==> src/rtl/btn_event_decoder_if.sv <==
// rtl/btn_event_decoder_if.sv - button level in, classified press events out
interface btn_event_decoder_if;
    logic i_btn;
    logic o_short_press;
    logic o_long_press;
    logic o_repeat;
    logic o_double_click;
    logic o_held;

    modport master (
        output i_btn,
        input  o_short_press, o_long_press, o_repeat, o_double_click, o_held
    );

    modport slave (
        input  i_btn,
        output o_short_press, o_long_press, o_repeat, o_double_click, o_held
    );
endinterface

==> src/rtl/btn_event_decoder.sv <==
// rtl/btn_event_decoder.sv - press classifier (short/long/repeat); double-click only with DOUBLE_CLICK_EN
module btn_event_decoder #(
    parameter int LONG_CYCLES   = 50_000_000,
    parameter int REPEAT_CYCLES = 20_000_000,
    parameter int DCLICK_CYCLES = 25_000_000,
    parameter int CNT_W         = 27
) (
    input  logic                i_clk,
    input  logic                i_rst_n,
    btn_event_decoder_if.slave  bus
);

    localparam logic [CNT_W-1:0] LONG_LAST   = CNT_W'(LONG_CYCLES - 1);
    localparam logic [CNT_W-1:0] REPEAT_LAST = CNT_W'(REPEAT_CYCLES - 1);
    localparam logic [CNT_W-1:0] DCLICK_LAST = CNT_W'(DCLICK_CYCLES - 1);

    typedef enum logic [2:0] {
        IDLE,
        PRESSED,
        LONG_HELD
`ifdef DOUBLE_CLICK_EN
        ,
        WAIT_SECOND,
        SECOND_PRESSED
`endif
    } state_t;

    state_t            state, state_nx;
    logic [CNT_W-1:0]  cnt, cnt_nx;
    logic [CNT_W-1:0]  cnt_last;
    logic              r_prev;
    logic              rise;
    logic              term;
    logic              short_q, short_nx;
    logic              long_q, long_nx;
    logic              repeat_q, repeat_nx;
    logic              held_q, held_nx;

    assign rise = bus.i_btn & ~r_prev;

    // One shared counter; the terminal value depends on which interval is being timed.
    always_comb begin
        cnt_last = DCLICK_LAST;
        case (state)
            PRESSED:   cnt_last = LONG_LAST;
            LONG_HELD: cnt_last = REPEAT_LAST;
            default:   cnt_last = DCLICK_LAST;
        endcase
    end

    assign term = (cnt == cnt_last);

`ifdef DOUBLE_CLICK_EN
    logic dclick_q, dclick_nx;
`endif

    always_comb begin
        state_nx  = state;
        cnt_nx    = cnt;
        short_nx  = 1'b0;
        long_nx   = 1'b0;
        repeat_nx = 1'b0;
        held_nx   = 1'b0;
`ifdef DOUBLE_CLICK_EN
        dclick_nx = 1'b0;
`endif
        case (state)
            IDLE: begin
                if (rise) begin
                    state_nx = PRESSED;
                    cnt_nx   = '0;
                end
            end
            PRESSED: begin
                held_nx = bus.i_btn;
                // Release is checked first so a release on the terminal count stays a short press.
                if (!bus.i_btn) begin
                    cnt_nx = '0;
`ifdef DOUBLE_CLICK_EN
                    state_nx = WAIT_SECOND;
`else
                    short_nx = 1'b1;
                    state_nx = IDLE;
`endif
                end else if (term) begin
                    long_nx  = 1'b1;
                    state_nx = LONG_HELD;
                    cnt_nx   = '0;
                end else begin
                    cnt_nx = cnt + 1'b1;
                end
            end
            LONG_HELD: begin
                held_nx = bus.i_btn;
                if (!bus.i_btn) begin
                    state_nx = IDLE;
                    cnt_nx   = '0;
                end else if (term) begin
                    repeat_nx = 1'b1;
                    cnt_nx    = '0;
                end else begin
                    cnt_nx = cnt + 1'b1;
                end
            end
`ifdef DOUBLE_CLICK_EN
            WAIT_SECOND: begin
                if (rise) begin
                    state_nx = SECOND_PRESSED;
                    cnt_nx   = '0;
                end else if (term) begin
                    short_nx = 1'b1;
                    state_nx = IDLE;
                    cnt_nx   = '0;
                end else begin
                    cnt_nx = cnt + 1'b1;
                end
            end
            SECOND_PRESSED: begin
                held_nx = bus.i_btn;
                if (!bus.i_btn) begin
                    dclick_nx = 1'b1;
                    state_nx  = IDLE;
                end
            end
`endif
            default: begin
                state_nx = IDLE;
                cnt_nx   = '0;
            end
        endcase
    end

    // r_prev resets high so a button held through reset must be released before it counts.
    always_ff @(posedge i_clk or negedge i_rst_n) begin
        if (!i_rst_n) begin
            state    <= IDLE;
            cnt      <= '0;
            r_prev   <= 1'b1;
            short_q  <= 1'b0;
            long_q   <= 1'b0;
            repeat_q <= 1'b0;
            held_q   <= 1'b0;
        end else begin
            state    <= state_nx;
            cnt      <= cnt_nx;
            r_prev   <= bus.i_btn;
            short_q  <= short_nx;
            long_q   <= long_nx;
            repeat_q <= repeat_nx;
            held_q   <= held_nx;
        end
    end

`ifdef DOUBLE_CLICK_EN
    always_ff @(posedge i_clk or negedge i_rst_n) begin
        if (!i_rst_n) begin
            dclick_q <= 1'b0;
        end else begin
            dclick_q <= dclick_nx;
        end
    end

    assign bus.o_double_click = dclick_q;
`else
    assign bus.o_double_click = 1'b0;
`endif

    assign bus.o_short_press = short_q;
    assign bus.o_long_press  = long_q;
    assign bus.o_repeat      = repeat_q;
    assign bus.o_held        = held_q;

endmodule

==> src/flat_wrapper.sv <==
// flat-port wrapper written by rule: the top's interface ports become plain ports
module btn_event_decoder_flat 
#(
    parameter int LONG_CYCLES   = 50_000_000,
    parameter int REPEAT_CYCLES = 20_000_000,
    parameter int DCLICK_CYCLES = 25_000_000,
    parameter int CNT_W         = 27
)
  (i_clk, i_rst_n, bus_i_btn, bus_o_short_press, bus_o_long_press, bus_o_repeat, bus_o_double_click, bus_o_held);
  btn_event_decoder_if bus_i ();
  input  logic i_clk;
  input  logic i_rst_n;
  input wire logic [$bits(bus_i.i_btn)-1:0] bus_i_btn;
  output wire logic [$bits(bus_i.o_short_press)-1:0] bus_o_short_press;
  output wire logic [$bits(bus_i.o_long_press)-1:0] bus_o_long_press;
  output wire logic [$bits(bus_i.o_repeat)-1:0] bus_o_repeat;
  output wire logic [$bits(bus_i.o_double_click)-1:0] bus_o_double_click;
  output wire logic [$bits(bus_i.o_held)-1:0] bus_o_held;
  assign bus_i.i_btn = bus_i_btn;
  assign bus_o_short_press = bus_i.o_short_press;
  assign bus_o_long_press = bus_i.o_long_press;
  assign bus_o_repeat = bus_i.o_repeat;
  assign bus_o_double_click = bus_i.o_double_click;
  assign bus_o_held = bus_i.o_held;
  btn_event_decoder #(.LONG_CYCLES(LONG_CYCLES), .REPEAT_CYCLES(REPEAT_CYCLES), .DCLICK_CYCLES(DCLICK_CYCLES), .CNT_W(CNT_W)) u_core (.i_clk(i_clk), .i_rst_n(i_rst_n), .bus(bus_i));
endmodule
==> config.mk <==
export PLATFORM = sky130hd
export DESIGN_NAME = btn_event_decoder_flat
export DESIGN_NICKNAME = d
export VERILOG_FILES = /design/src/rtl/btn_event_decoder_if.sv /design/src/rtl/btn_event_decoder.sv /design/src/flat_wrapper.sv
export SDC_FILE = /design/constraint.sdc
export NUM_CORES = 1
export LEC_CHECK = 0
export CORE_UTILIZATION = 30
export DETAILED_ROUTE_END_ITERATION = 8
export PLACE_DENSITY = 0.47
export REMOVE_ABC_BUFFERS = 1
export SYNTH_ARGS = -nofsm -noshare
export SYNTH_HDL_FRONTEND = slang
export SYNTH_SLANG_ARGS = --single-unit
==> constraint.sdc <==
create_clock -name i_clk -period 6.34 [get_ports i_clk]
set_input_delay 0.634 -clock i_clk [delete_from_list [all_inputs] [get_ports i_clk]]
set_output_delay 0.634 -clock i_clk [all_outputs]
set_load 0.05 [all_outputs]
==> flow_summary_export.csv <==
group,metric,value,unit
setup_path,path_class,"reg -> reg",
routing,wirelength,4.27,mm
logic_synthesis,synthAdderAreaFrac,2.64,%
logic_synthesis,synth-seq-cells,34,
logic_synthesis,synthArstFlopShare,100,%
setup_path,start_kind,"register",
floorplan,die-area,6640,sq um
timing,rsz0062_at_grt,"no",
power_and_ir_drop,cellPowerDensity,247,nW/um^2
cells_and_area,multi_input_area,956,sq um
routing,drtAntennaViolNets,0,
placement,dpl_worst_slack,3440,ps
global_route,grt_max_degree,35,
setup_path,worstRegToRegCells,7,
setup_path,critPathMaxFanout,27,
cells_and_area,area_growth,10.9,%
floorplan,fp.dieW,81.5,um
global_route,grt_pass1_wl,7.43,mm
logic_synthesis,muxShareOfSynthArea,0.528,%
logic_synthesis,synth_compound_gate_area_share,12.5,%
status,status,"finished, final reports clean",
flow_run,cap_viol_max_count,0,
global_route,overflow,0,
logic_synthesis,dominantRegCellSynth,"dfrtp_1",
timing,period_needed,2890,ps
clock_tree,cts_tree,"yes",
timing,fin_skew,8.68,ps
clock_tree,clk_latency,290,ps
global_route,grt_pass1_vias,1486,
timing,max_slew_margin,23.0,%
logic_synthesis,syn_area,1890,sq um
floorplan,initial_core_util,31.6,%
clock_tree,cts_resized,0,
cells_and_area,antennaDiodeCount,0,
placement,gp_congestion,0.756,
placement,port_buffers,6,
timing,slew_viol_final,0,
power_and_ir_drop,leakage,0.786,nW
clock_tree,postCtsSetupRepairBufs,0,
timing,setup_ws,3450,ps
timing,worstMarginPinSlew,1150,ps
clock_tree,clk_path_buf_depth,2,
timing,fin_setup_tns,0,ps
routing,wl_per_cell,15.2,um
clock_tree,cts_hold_buf,0,
setup_path,worstPathArrival,3000,ps
timing,setup_viol,0,
logic_synthesis,synth_top_family_by_area,"simple AND/OR/NAND/NOR gates",
clock_tree,clk_pin_slew,80,ps
timing,fin_crit_sh,45.5,%
setup_path,critical_path_required,6460,ps
routing,via_per_inst,5.29,
clock_tree,numCtsBuffers,5,
cells_and_area,nNetsFinal,212,
logic_synthesis,synth.distinct_cells,41,
logic_synthesis,yosys_warnings,0,
routing,dr.first_iter.drc_count,84,
setup_path,cp-end-kind,"register",
floorplan,rows,28,
routing,vias,1486,
cells_and_area,drive_above_1_share,8.25,%
floorplan,coreArea,5990,sq um
clock_tree,htree_levels,2,
timing,fmax,346,MHz
logic_synthesis,synth_xor_area_share,11.1,%
cells_and_area,seq_area,852,sq um
logic_synthesis,ys_seq_area_share,45.0,%
routing,dr.pass1.iters,4,
clock_tree,cts_sinks,34,
logic_synthesis,yosys.area_share.simple,23.4,%
logic_synthesis,synth_edf_count,0,
logic_synthesis,syn_area_per_cell,9.47,sq um
clock_tree,cts_root_buf,"clkbuf_8",
placement,hpwl,2.86,mm
routing,drc,0,
global_route,antenna_found_initial,0,
cells_and_area,fillers,610,
hold_path,hold_class,"in -> async",
floorplan,ios,8,
timing,hold_viol,0,
logic_synthesis,netlist_instances,200,
global_route,track_usage,15.0,%
floorplan,die_height,81.5,um
power_and_ir_drop,peakVddDrop,0.112,mV
stage by stage:
step           power (mW)  hold WS, ps  area, sq um  instances  util [%]
5_1_grt             0.549          488         2100        281      35.1
3_3_place_gp        0.355          491         2010        273      33.5
6_report            0.519          420         2100        281      35.1
4_1_cts             0.526          450         2100        281      35.1
3_5_place_dp        0.355          513         2010        273      33.5
2_1_floorplan       0.314          338         1850        190         -
critical path, cell delays in order (launching register included):
cell and delay (ps):
dfrtp_1 380, inv_1 70, ha_1 240, or4bb_1 520, a22oi_1 190, nand3_1 150
o21ai_2 940, o21ai_0 220
final cells by class:
| class | count | area share [%] |
|---|---|---|
| multi-input combinational | 146 | 45.5 |
| sequential | 34 | 40.6 |
| tap | 75 | 4.47 |
| clock buffer | 7 | 4.11 |
| timing repair buffer | 8 | 3.34 |
| inverter | 10 | 1.79 |
| clock inverter | 1 | 0.238 |
report_power, final:
group | leakage (nW) | total [mW] | internal (mW) | switching [mW]
Combinational | 0.269 | 0.116 | 0.0316 | 0.0842
Sequential | 0.468 | 0.234 | 0.227 | 0.00727
Clock | 0.0482 | 0.168 | 0.0877 | 0.0808
cells in the mapped netlist, drive strengths merged (3+ instances only):
master | number | area (sq um)
nor2 | 10 | 37.5
nand4b | 3 | 26.3
nand4 | 5 | 37.5
and4 | 3 | 27.5
xnor2 | 21 | 184
dfrtp | 33 | 826
nor3 | 6 | 30.0
and2 | 3 | 18.8
nand3 | 13 | 65.1
inv | 10 | 37.5
clkbuf | 5 | 18.8
and3 | 3 | 18.8
nand2 | 10 | 37.5
buf | 5 | 30.0
o21ai | 6 | 33.8
nor4 | 11 | 68.8
a21oi | 25 | 125
ha | 4 | 50.1
xor2 | 3 | 26.3
kinds of logic after synthesis:
kind of cell	after synthesis
simple gates	76
compound gates	40
flops	34
xor+xnor	24
buf+inv	20
fa+ha+maj	4
other cells	1
mux	1
worst paths after layout:
kind,end,start,slack (ps)
worst max-delay path,u_core.cnt[0],u_core.state[1],3450
worst min-delay path,u_core.cnt[13],i_rst_n,420
worst max register to register,u_core.cnt[0],u_core.state[1],3450
worst min register to register,u_core.cnt[1],u_core.cnt[1],530
max in group asynchronous,u_core.cnt[2],i_rst_n,5430
min in group i_clk,u_core.cnt[1],u_core.cnt[1],530
per-layer routing:
layer	share of wire, %	global-route usage (%)
met2	46	23.5
met5	0	0
met3	2.7	3.00
met4	1.1	7.14
met1	50	19.7
flip-flops by register name, indices dropped and copies added (netlist names):
signal	flops
u_core.bus.o_held	1
u_core.bus.o_long_press	1
u_core.bus.o_short_press	1
u_core.state	2
u_core.cnt	27
u_core.bus.o_repeat	1
u_core.r_prev	1
cells in the final DEF, fill, tap and decap left out, drive strengths merged, types with 3 or more instances in the layout:
master	Yosys	layout
a21oi	25	25
nand4	5	5
nor4	11	11
clkdlybuf4s50	0	5
nor3	6	6
xor2	3	3
and3	3	3
dfrtp	33	33
and2	3	3
clkbuf	5	7
and4	3	3
ha	4	4
nand4b	3	3
nand2	10	10
nand3	13	13
xnor2	21	21
o21ai	6	6
nor2	10	10
buf	5	3
inv	10	10
Power figures use the tool's default switching activity.
